File: src/rtl/id_stage_pipe.sv
`default_nettype none
// ============================================================================
// Module   : id_stage_pipe
// Function : Registered RV32I-class decode stage with valid/ready handshake,
//            flush, one-bubble load-use interlock and illegal-opcode flag.
// Revision : 1.0 - initial release
// ============================================================================
module id_stage_pipe #(
    parameter int XLEN    = 32,
    parameter int REG_AW  = 5,
    parameter int ALUOP_W = 2
) (
    input  logic                clk,
    input  logic                rst_n,
    input  logic                in_valid,
    output logic                in_ready,
    input  logic [XLEN-1:0]     pc_i,
    input  logic [31:0]         instr_i,
    output logic [REG_AW-1:0]   rs1_addr_o,
    output logic [REG_AW-1:0]   rs2_addr_o,
    input  logic [XLEN-1:0]     rs1_data_i,
    input  logic [XLEN-1:0]     rs2_data_i,
    input  logic                flush_i,
    output logic                out_valid,
    input  logic                out_ready,
    output logic [XLEN-1:0]     pc_o,
    output logic [XLEN-1:0]     rs1_data_o,
    output logic [XLEN-1:0]     rs2_data_o,
    output logic [REG_AW-1:0]   rd_addr_o,
    output logic [XLEN-1:0]     imm_o,
    output logic [3:0]          funct_o,
    output logic [6:0]          opcode_o,
    output logic                branch,
    output logic                memread,
    output logic                memtoreg,
    output logic                memwrite,
    output logic                alusrc,
    output logic                regwrite,
    output logic [ALUOP_W-1:0]  aluop,
    output logic                illegal_o
);

    localparam logic [6:0] c_OP_R      = 7'b0110011;
    localparam logic [6:0] c_OP_I      = 7'b0010011;
    localparam logic [6:0] c_OP_LOAD   = 7'b0000011;
    localparam logic [6:0] c_OP_STORE  = 7'b0100011;
    localparam logic [6:0] c_OP_BRANCH = 7'b1100011;
    localparam logic [6:0] c_OP_JAL    = 7'b1101111;
    localparam logic [6:0] c_OP_JALR   = 7'b1100111;
    localparam logic [6:0] c_OP_LUI    = 7'b0110111;
    localparam logic [6:0] c_OP_AUIPC  = 7'b0010111;

    logic [6:0]         w_opcode;
    logic [4:0]         w_rd;
    logic [4:0]         w_rs1;
    logic [4:0]         w_rs2;
    logic               w_use_rs1;
    logic               w_use_rs2;
    logic               w_has_rd;
    logic               w_illegal;
    logic [5:0]         w_ctl;      // {branch, memread, memtoreg, memwrite, alusrc, regwrite}
    logic [1:0]         w_aluop;
    logic signed [31:0] w_imm32;
    logic [REG_AW-1:0]  w_rd_dec;
    logic               w_hz;
    logic               w_adv;

    assign w_opcode = instr_i[6:0];
    assign w_rd     = instr_i[11:7];
    assign w_rs1    = instr_i[19:15];
    assign w_rs2    = instr_i[24:20];

    always_comb begin
        w_use_rs1 = 1'b0;
        w_use_rs2 = 1'b0;
        w_has_rd  = 1'b0;
        w_illegal = 1'b0;
        w_ctl     = 6'b000000;
        w_aluop   = 2'b00;
        w_imm32   = '0;
        case (w_opcode)
            c_OP_R: begin
                w_use_rs1 = 1'b1; w_use_rs2 = 1'b1; w_has_rd = 1'b1;
                w_ctl = 6'b000001; w_aluop = 2'b10;
            end
            c_OP_I: begin
                w_use_rs1 = 1'b1; w_has_rd = 1'b1;
                w_ctl = 6'b000011; w_aluop = 2'b10;
                w_imm32 = {{20{instr_i[31]}}, instr_i[31:20]};
            end
            c_OP_LOAD: begin
                w_use_rs1 = 1'b1; w_has_rd = 1'b1;
                w_ctl = 6'b011011; w_aluop = 2'b00;
                w_imm32 = {{20{instr_i[31]}}, instr_i[31:20]};
            end
            c_OP_STORE: begin
                w_use_rs1 = 1'b1; w_use_rs2 = 1'b1;
                w_ctl = 6'b000110; w_aluop = 2'b00;
                w_imm32 = {{20{instr_i[31]}}, instr_i[31:25], instr_i[11:7]};
            end
            c_OP_BRANCH: begin
                w_use_rs1 = 1'b1; w_use_rs2 = 1'b1;
                w_ctl = 6'b100000; w_aluop = 2'b01;
                w_imm32 = {{19{instr_i[31]}}, instr_i[31], instr_i[7],
                           instr_i[30:25], instr_i[11:8], 1'b0};
            end
            c_OP_JAL: begin
                w_has_rd = 1'b1;
                w_ctl = 6'b100001; w_aluop = 2'b11;
                w_imm32 = {{11{instr_i[31]}}, instr_i[31], instr_i[19:12],
                           instr_i[20], instr_i[30:21], 1'b0};
            end
            c_OP_JALR: begin
                w_use_rs1 = 1'b1; w_has_rd = 1'b1;
                w_ctl = 6'b100001; w_aluop = 2'b11;
                w_imm32 = {{20{instr_i[31]}}, instr_i[31:20]};
            end
            c_OP_LUI, c_OP_AUIPC: begin
                w_has_rd = 1'b1;
                w_ctl = 6'b000001; w_aluop = 2'b11;
                w_imm32 = {instr_i[31:12], 12'b0};
            end
            default: w_illegal = 1'b1;
        endcase
    end

    // Unused sources read x0 so the regfile port never aliases a live register.
    assign rs1_addr_o = w_use_rs1 ? REG_AW'(w_rs1) : '0;
    assign rs2_addr_o = w_use_rs2 ? REG_AW'(w_rs2) : '0;
    assign w_rd_dec   = w_has_rd  ? REG_AW'(w_rd)  : '0;

    assign w_hz = out_valid & memread & (rd_addr_o != '0) & in_valid &
                  ((w_use_rs1 & (rs1_addr_o == rd_addr_o)) |
                   (w_use_rs2 & (rs2_addr_o == rd_addr_o)));

    assign w_adv    = ~out_valid | out_ready;
    assign in_ready = flush_i | (w_adv & ~w_hz);

    always_ff @(posedge clk or negedge rst_n) begin
        if (!rst_n) begin
            out_valid  <= 1'b0;
            pc_o       <= '0;
            rs1_data_o <= '0;
            rs2_data_o <= '0;
            rd_addr_o  <= '0;
            imm_o      <= '0;
            funct_o    <= '0;
            opcode_o   <= '0;
            branch     <= 1'b0;
            memread    <= 1'b0;
            memtoreg   <= 1'b0;
            memwrite   <= 1'b0;
            alusrc     <= 1'b0;
            regwrite   <= 1'b0;
            aluop      <= '0;
            illegal_o  <= 1'b0;
        end else if (flush_i) begin
            out_valid <= 1'b0;
        end else if (w_adv && w_hz) begin
            out_valid <= 1'b0;
        end else if (w_adv && in_valid) begin
            out_valid  <= 1'b1;
            pc_o       <= pc_i;
            rs1_data_o <= w_use_rs1 ? rs1_data_i : '0;
            rs2_data_o <= w_use_rs2 ? rs2_data_i : '0;
            rd_addr_o  <= w_rd_dec;
            imm_o      <= XLEN'(w_imm32);
            funct_o    <= {instr_i[30], instr_i[14:12]};
            opcode_o   <= w_opcode;
            {branch, memread, memtoreg, memwrite, alusrc, regwrite} <= w_ctl;
            aluop      <= ALUOP_W'(w_aluop);
            illegal_o  <= w_illegal;
        end else if (w_adv) begin
            out_valid <= 1'b0;
        end
    end

endmodule
`default_nettype wire

File: config.mk
export PLATFORM = sky130hd
export DESIGN_NAME = id_stage_pipe
export DESIGN_NICKNAME = d
export VERILOG_FILES = /design/src/rtl/id_stage_pipe.sv
export SDC_FILE = /design/constraint.sdc
export NUM_CORES = 1
export LEC_CHECK = 0
export BUFFER_PORTS_ARGS = -buffer_cell sky130_fd_sc_hd__buf_4
export CORE_UTILIZATION = 45
export CTS_BUF_LIST = sky130_fd_sc_hd__clkbuf_4 sky130_fd_sc_hd__clkbuf_8 sky130_fd_sc_hd__clkbuf_16
export CTS_CLUSTER_DIAMETER = 150
export DETAILED_ROUTE_END_ITERATION = 6
export HOLD_SLACK_MARGIN = 0.1
export PLACE_DENSITY_LB_ADDON = 0.12
export SKIP_LAST_GASP = 1
export SYNTH_ARGS = -nofsm -noshare
export SYNTH_HDL_FRONTEND = slang
export SYNTH_SLANG_ARGS = --single-unit
File: constraint.sdc
create_clock -name clk -period 3.8 [get_ports clk]
set_input_delay 0.19 -clock clk [delete_from_list [all_inputs] [get_ports clk]]
set_output_delay 0.19 -clock clk [all_outputs]
set_load 0.02 [all_outputs]
==> results of run 1 <==
==> routing by layer <==
metal / vias to the layer above / track usage / part of all wire
li1: 3022 / - / -
met1: 3149 / 0.355 / 0.40
met4: 0 / 0.152 / 0.041
met5: - / 0 / 0
met3: 66 / 0.0603 / 0.068
met2: 325 / 0.481 / 0.49
==> flip-flops by register name, summed over array words and instances, names as in the netlist <==
register / flops
imm_o: 32
pc_o: 32
rs1_data_o: 32
rs2_data_o: 32
opcode_o: 7
rd_addr_o: 5
funct_o: 4
aluop: 2
alusrc: 1
branch: 1
illegal_o: 1
memread: 1
memwrite: 1
out_valid: 1
regwrite: 1
==> layout by cell type, fill, tap and decap left out, drive strengths merged, types with 2 or more instances in the layout <==
| cell | Yosys | routed |
|---|---|---|
| buf | 27 | 307 |
| nand2 | 157 | 157 |
| dfrtp | 153 | 153 |
| dlygate4sd3 | 0 | 117 |
| o22ai | 78 | 78 |
| mux2 | 54 | 54 |
| nor2 | 27 | 27 |
| a22oi | 21 | 21 |
| a21oi | 19 | 19 |
| clkbuf | 25 | 17 |
| and2 | 12 | 12 |
| xor2 | 10 | 10 |
| a21o | 7 | 7 |
| o21ai | 7 | 7 |
| inv | 2 | 7 |
| clkinv | 0 | 4 |
| nand2b | 3 | 3 |
| nor3 | 3 | 3 |
| nor2b | 3 | 3 |
| bufinv | 0 | 3 |
| clkinvlp | 0 | 3 |
| or3 | 2 | 2 |
| a211oi | 2 | 2 |
| nor4 | 2 | 2 |
| a22o | 2 | 2 |
| nand3b | 2 | 2 |
| or2 | 2 | 2 |
| a32oi | 2 | 2 |
==> worst max-delay path, stage by stage <==
cell,delay [ns]
dlygate4sd3_1,0.53
buf_4,0.16
nand3b_4,0.21
a2111oi_4,0.33
a32oi_2,0.24
a21oi_4,0.88
buf_4,0.62
o21ai_1,0.13
dlygate4sd3_1,0.58
==> final timing paths <==
kind,from,cells past startpoint,end
max,instr_i[3],9,out_valid
min,rs2_data_i[30],3,rs2_data_o[30]
max reg2reg,rd_addr_o[2],7,out_valid
min reg2reg,pc_o[30],1,pc_o[30]
max in group asynchronous,rst_n,3,rs2_data_o[5]
min in group asynchronous,rst_n,2,rs1_data_o[15]
==> stage by stage <==
step / std cells / worst slack [ns] / util / area [um^2]
global route: 1226 / 0.00224 / 0.743 / 11000
CTS: 1226 / 0.239 / 0.743 / 11000
detailed placement: 1077 / 0.608 / 0.622 / 9180
floorplan: 638 / 1.59 / - / 6900
finish: 1226 / 0.190 / 0.743 / 11000
global placement: 1077 / 0.716 / 0.622 / 9180
==> power groups by stage <==
stage | sequential, mW | clock (mW) | combinational (mW)
2_1_floorplan | 2.03 | 0 | 0.305
3_3_place_gp | 1.88 | 0 | 0.892
3_5_place_dp | 1.88 | 0 | 0.907
4_1_cts | 1.85 | 1.79 | 1.01
5_1_grt | 1.87 | 1.86 | 1.07
6_report | 1.85 | 1.76 | 1.01
==> area by class of cell <==
class | instances | share of cell area
clock buffer | 17 | 0.0388
tap | 184 | 0.0210
multi-input combinational | 431 | 0.256
clock inverter | 15 | 0.0173
sequential | 153 | 0.349
inverter | 2 | 0.000685
timing repair buffer | 424 | 0.317
==> cells by family (layout without fill, tap and decap cells) <==
kind of cell              Yosys count  in the layout  synth area share
and+or+nand+nor                   218            218             0.133
AOI/OAI and AO/OA                 149            149             0.147
buffers and inverters              54            458            0.0416
muxes                              54             54             0.110
xor gates and xnor gates           10             10            0.0127
DFF                               153            153             0.555
==> impl_results.md, run 1 <==
- Status: finished, final reports clean
- Die height: 126 um
- Top-level I/O count: 298
- # rows: 44
- Max-slew headroom: 0.285
- Crit path time final: 3.61 ns
- CORE AREA: 14800 um^2
- P_leak: 5.26 nW
- Worst-path fanout max: 54
- Register area share after synthesis: 0.555
- Clock skew: 0.00776 ns
- # clock sinks: 153
- Hold Slack: 0.116 ns
- Cell variety after synth: 50
- CP Launch Type: input port
- Largest net degree at the start of global routing: 93
- Clock buffer count from CTS: 17
- Synth area leader: dfrtp_1
- Max Cap Viol: 0
- Skew-Pair Late Insertion Delay: 0.42 ns
- CP endpoint kind: flip-flop
- Syn_area_per_cell: 10.8 um^2
- CTS root buf: clkbuf_16
- Htree depth: 4
- HPWL Detailed: 14600 um
- Multi-input logic area: 2800 um^2
- Post-Syn Area: 6900 um^2
- Diodes inserted: 0
- Post-Syn Nets: 771
- Logic pwr share: 0.219
- Yosys reg bits: 153
- Fmax: 277 MHz
- Clk pin slew, worst setup/hold paths: 0.06 ns
- DIE WIDTH: 126 um
- Yosys top cell area share: 0.555
- Avg Vias per Cell: 5.35
- Port-buffer cells: 297
- Req. time, crit path: 4.09 ns
- Worst vdd ir: 0.314 mV
- Pwr dens: 422 nW/um^2
- Mapped Cells: 638
- Filler cell count: 969
- Share of cells above drive strength 1: 0.389
- Initial Util: 0.467
- R2R setup slack: 0.24 ns
- Count of pins over their slew limit: 0
- Commonest cells post-synth: 157 x nand2_1, 153 x dfrtp_1, 78 x o22ai_1
- Total Routing Usage GR: 0.289
- Post-CTS setup buffers: 0
- Total negative slack: 0 ns
- Total power: 4.62 mW
- DRC: 0
- Psw: 1.30 mW
- Synth Warn #: 0
- Die area: 15800 um^2
- Final setup vio count: 0
- Detailed Route Iter0 Violations: 438
- Final critical-path share of the clock period: 0.950
- Routed WL per cell: 18.4 um
- First-pass GRT wire length: 35600 um
- Routed via count: 6562
- Hold Crit Class: input port to flip-flop
- Final hold violation count: 0
- Vias in the first global route: 6780
- Total gr overflow: 0
- Final wirelength: 22600 um
- DRT Pass-1 Iters: 5
- CTS tree: done
- Max clock buf depth: 2
- Clk pwr share: 0.380
- Post-synth EDFFs: 0
- Synth Flop Type: dfrtp_1
- Area contributors post-synth: dfrtp_1 56%, mux2_4 8.7%, nand2_1 8.5%, o22ai_1 7.1%, a22oi_1 2.3%
- Pint: 3.32 mW
- Area Growth Syn to Fin: 59.0%
- RSZ-0062 raised after global routing: no
- Worst-Margin Slew: 1.07 ns
- CP arrival: 3.91 ns
- Reg area: 3830 um^2
- Sequential fraction of design power: 0.401
- Fraction of registers with async set/reset: 1.00
- Post-DRT Antenna Nets: 0
- Initial antenna violation count: 0
- Count leader, synth: nand2_1
- Critical path type: input port to flip-flop
- Nets: 1162
- Sw Ratio: 0.282
- GP Congestion: 0.918
- Resize count post-CTS: 0
- # hold bufs at CTS: 117
Note: power is estimated with default switching activity, not from simulation.
==> run 2, diff against run 1 <==
--- a/config.mk
+++ b/config.mk
@@ -6,7 +6,9 @@
 export NUM_CORES = 1
 export LEC_CHECK = 0
 export BUFFER_PORTS_ARGS = -buffer_cell sky130_fd_sc_hd__buf_4
-export CORE_UTILIZATION = 45
+export CELL_PAD_IN_SITES_DETAIL_PLACEMENT = 2
+export CELL_PAD_IN_SITES_GLOBAL_PLACEMENT = 2
+export CORE_UTILIZATION = 31
 export CTS_BUF_LIST = sky130_fd_sc_hd__clkbuf_4 sky130_fd_sc_hd__clkbuf_8 sky130_fd_sc_hd__clkbuf_16
 export CTS_CLUSTER_DIAMETER = 150
 export DETAILED_ROUTE_END_ITERATION = 6
==> run 2 against run 1 <==
  * Maximum frequency is 1.4% higher
  * Critical path type unchanged
  * Global-route usage fell by 2.1 points
  * First-iteration DRC count fell by 48%
  * Register-to-register slack better by 0.12 ns
  * Largest power group unchanged
  * Worst hold slack better by 0.0018 ns
  * Highest routed layer unchanged
  * Critical path depth stayed put
  * Sequential cell count stayed put
==> impl_results.md, run 2 (synthesis gave the netlist of run 1 again) <==
- Hold Crit Class: input port to flip-flop
- Final setup vio count: 0 (unchanged)
- Fmax: 281 MHz (+1.4%)
- Worst vdd ir: 0.300 mV (-4.3%)
- Critical path type: input port to flip-flop
- Top-level I/O count: 298 (unchanged)
- Max-slew headroom: 0.257 (-0.0283)
- Avg Vias per Cell: 5.07 (-5.3%)
- Detailed Route Iter0 Violations: 228 (-48%)
- Htree depth: 4 (unchanged)
- HPWL Detailed: 18600 um (+27%)
- Most frequent cells in the layout: 303 x buf_4, 157 x nand2_1, 153 x dfrtp_1
- CTS tree: done
- Total negative slack: 0 ns (unchanged)
- GP Congestion: 0.824 (-10%)
- Clk pin slew, worst setup/hold paths: 0.06 ns (about the same)
- P_leak: 5.27 nW (+0.21%)
- Area Growth Syn to Fin: 61.3%
- Clock skew: 0.0128 ns (+0.00500 ns)
- Initial antenna violation count: 0 (unchanged)
- Top Layer Used: met4
- Share of cells above drive strength 1: 0.386 (-0.00236)
- CORE AREA: 21800 um^2 (+48%)
- RSZ-0062 raised after global routing: no
- Met1 Wirelength: 12100 um (+35%)
- Final critical-path share of the clock period: 0.937 (-0.0130)
- Skew-Pair Late Insertion Delay: 0.43 ns (about the same)
- DRT Pass-1 Iters: 4 (-1)
- Total Routing Usage GR: 0.268 (-0.0208)
- CP arrival: 3.86 ns (-0.05 ns)
- Vias in the first global route: 7475 (+10%)
- Initial Util: 0.316 (-0.151)
- First-pass GRT wire length: 45000 um (+26%)
- CP endpoint kind: flip-flop
- Worst-Margin Slew: 1.11 ns (+0.0406 ns)
- Routed via count: 6678 (+1.8%)
- Total power: 4.79 mW (+3.5%)
- CTS root buf: clkbuf_16
- Nets: 1161 (-0.086%)
- Clock buffer count from CTS: 17 (unchanged)
- Die height: 151 um (+20%)
- R2R setup slack: 0.36 ns (+0.12 ns)
- Die area: 22800 um^2 (+44%)
- Largest net degree at the start of global routing: 63 (-32%)
- Count of pins over their slew limit: 0 (unchanged)
- Final hold violation count: 0 (unchanged)
- Max clock buf depth: 2 (unchanged)
- # clock sinks: 153 (unchanged)
- Post-DRT Antenna Nets: 0 (unchanged)
- CP Launch Type: input port
- Pwr dens: 430 nW/um^2 (+2.0%)
- # rows: 54 (+23%)
- Port-buffer cells: 297 (unchanged)
- Diodes inserted: 0 (unchanged)
- Most common cell after layout, fill and taps aside: buf_4
- DIE WIDTH: 151 um (+20%)
- Routed WL per cell: 22.8 um (+24%)
- Req. time, crit path: 4.10 ns (about the same)
- Final WS setup: 0.239 ns (+0.0493 ns)
- Final wirelength: 30000 um (+33%)
- DRC: 0 (unchanged)
- Met3 wire length: 1450 um (-6.0%)
- DR WL met2: 15600 um (+40%)
- Total gr overflow: 0 (unchanged)
- Status: finished, final reports clean
- Worst-path fanout max: 40 (-26%)
- Pre-CTS setup slack: 0.674 ns (+0.0661 ns)
- Max Cap Viol: 0 (unchanged)
- Crit path time final: 3.56 ns (-0.0493 ns)
-- run 2: changes by cell type in the layout (fill, tap and decap cells not counted), sizes merged --
cell	change
bufinv	+2
buf	-1
clkinvlp	-1
clkbuf	+1
inv	-3
clkinv	-2
-- run 2: through the flow --
step | instances | cell area, um^2 | util | hold WS, ns
floorplan | 638 | 6900 | - | -0.106
global placement | 1172 | 9320 | 0.427 | 0.206
detailed placement | 1172 | 9320 | 0.427 | 0.213
CTS | 1318 | 11100 | 0.510 | 0.105
global route | 1318 | 11100 | 0.510 | 0.124
finish | 1318 | 11100 | 0.510 | 0.118
-- run 2: what timing repair did --
action / in CTS / in global routing
buffers inserted: 0 / 0
gates resized for setup: 0 / 0
hold endpoints to repair: 179 / 0
hold buffers: 117 / 0
-- run 2: report_power, final --
part	total (mW)	switching [mW]	internal [mW]
combinational	1.06	0.545	0.511
clock	1.86	0.695	1.17
sequential	1.87	0.103	1.76
total	4.79	1.34	3.44
-- run 2: worst paths after layout --
path,from,endpoint,cells past startpoint
max in group asynchronous,rst_n,rs2_data_o[23],3
setup reg to reg,rd_addr_o[2],out_valid,7
min in group asynchronous,rst_n,rs1_data_o[18],2
hold reg to reg,opcode_o[3],opcode_o[3],1
setup / recovery,instr_i[3],out_valid,9
hold / removal,instr_i[31],imm_o[31],3
-- run 2: cell type report --
type	instances	area (um^2)
clock buffer	18	433
clock inverter	11	196
fill	2150	10700
inverter	2	7.51
multi-input combinational	431	2810
sequential	153	3830
tap	280	350
timing repair buffer	423	3500
-- run 2: layer usage --
layer / vias up / global-route usage
met1: 3378 / 0.318
met3: 52 / 0.0515
met4: 0 / 0.109
li1: 3005 / -
met5: - / 0
met2: 243 / 0.473
-- run 2: critical path: stages --
cell           delay [ns]
dlygate4sd3_1        0.55
buf_4                0.17
nand3b_4             0.22
a2111oi_4            0.38
a32oi_2              0.26
a21oi_4              0.84
buf_4                0.53
o21ai_1              0.11
dlygate4sd3_1        0.57
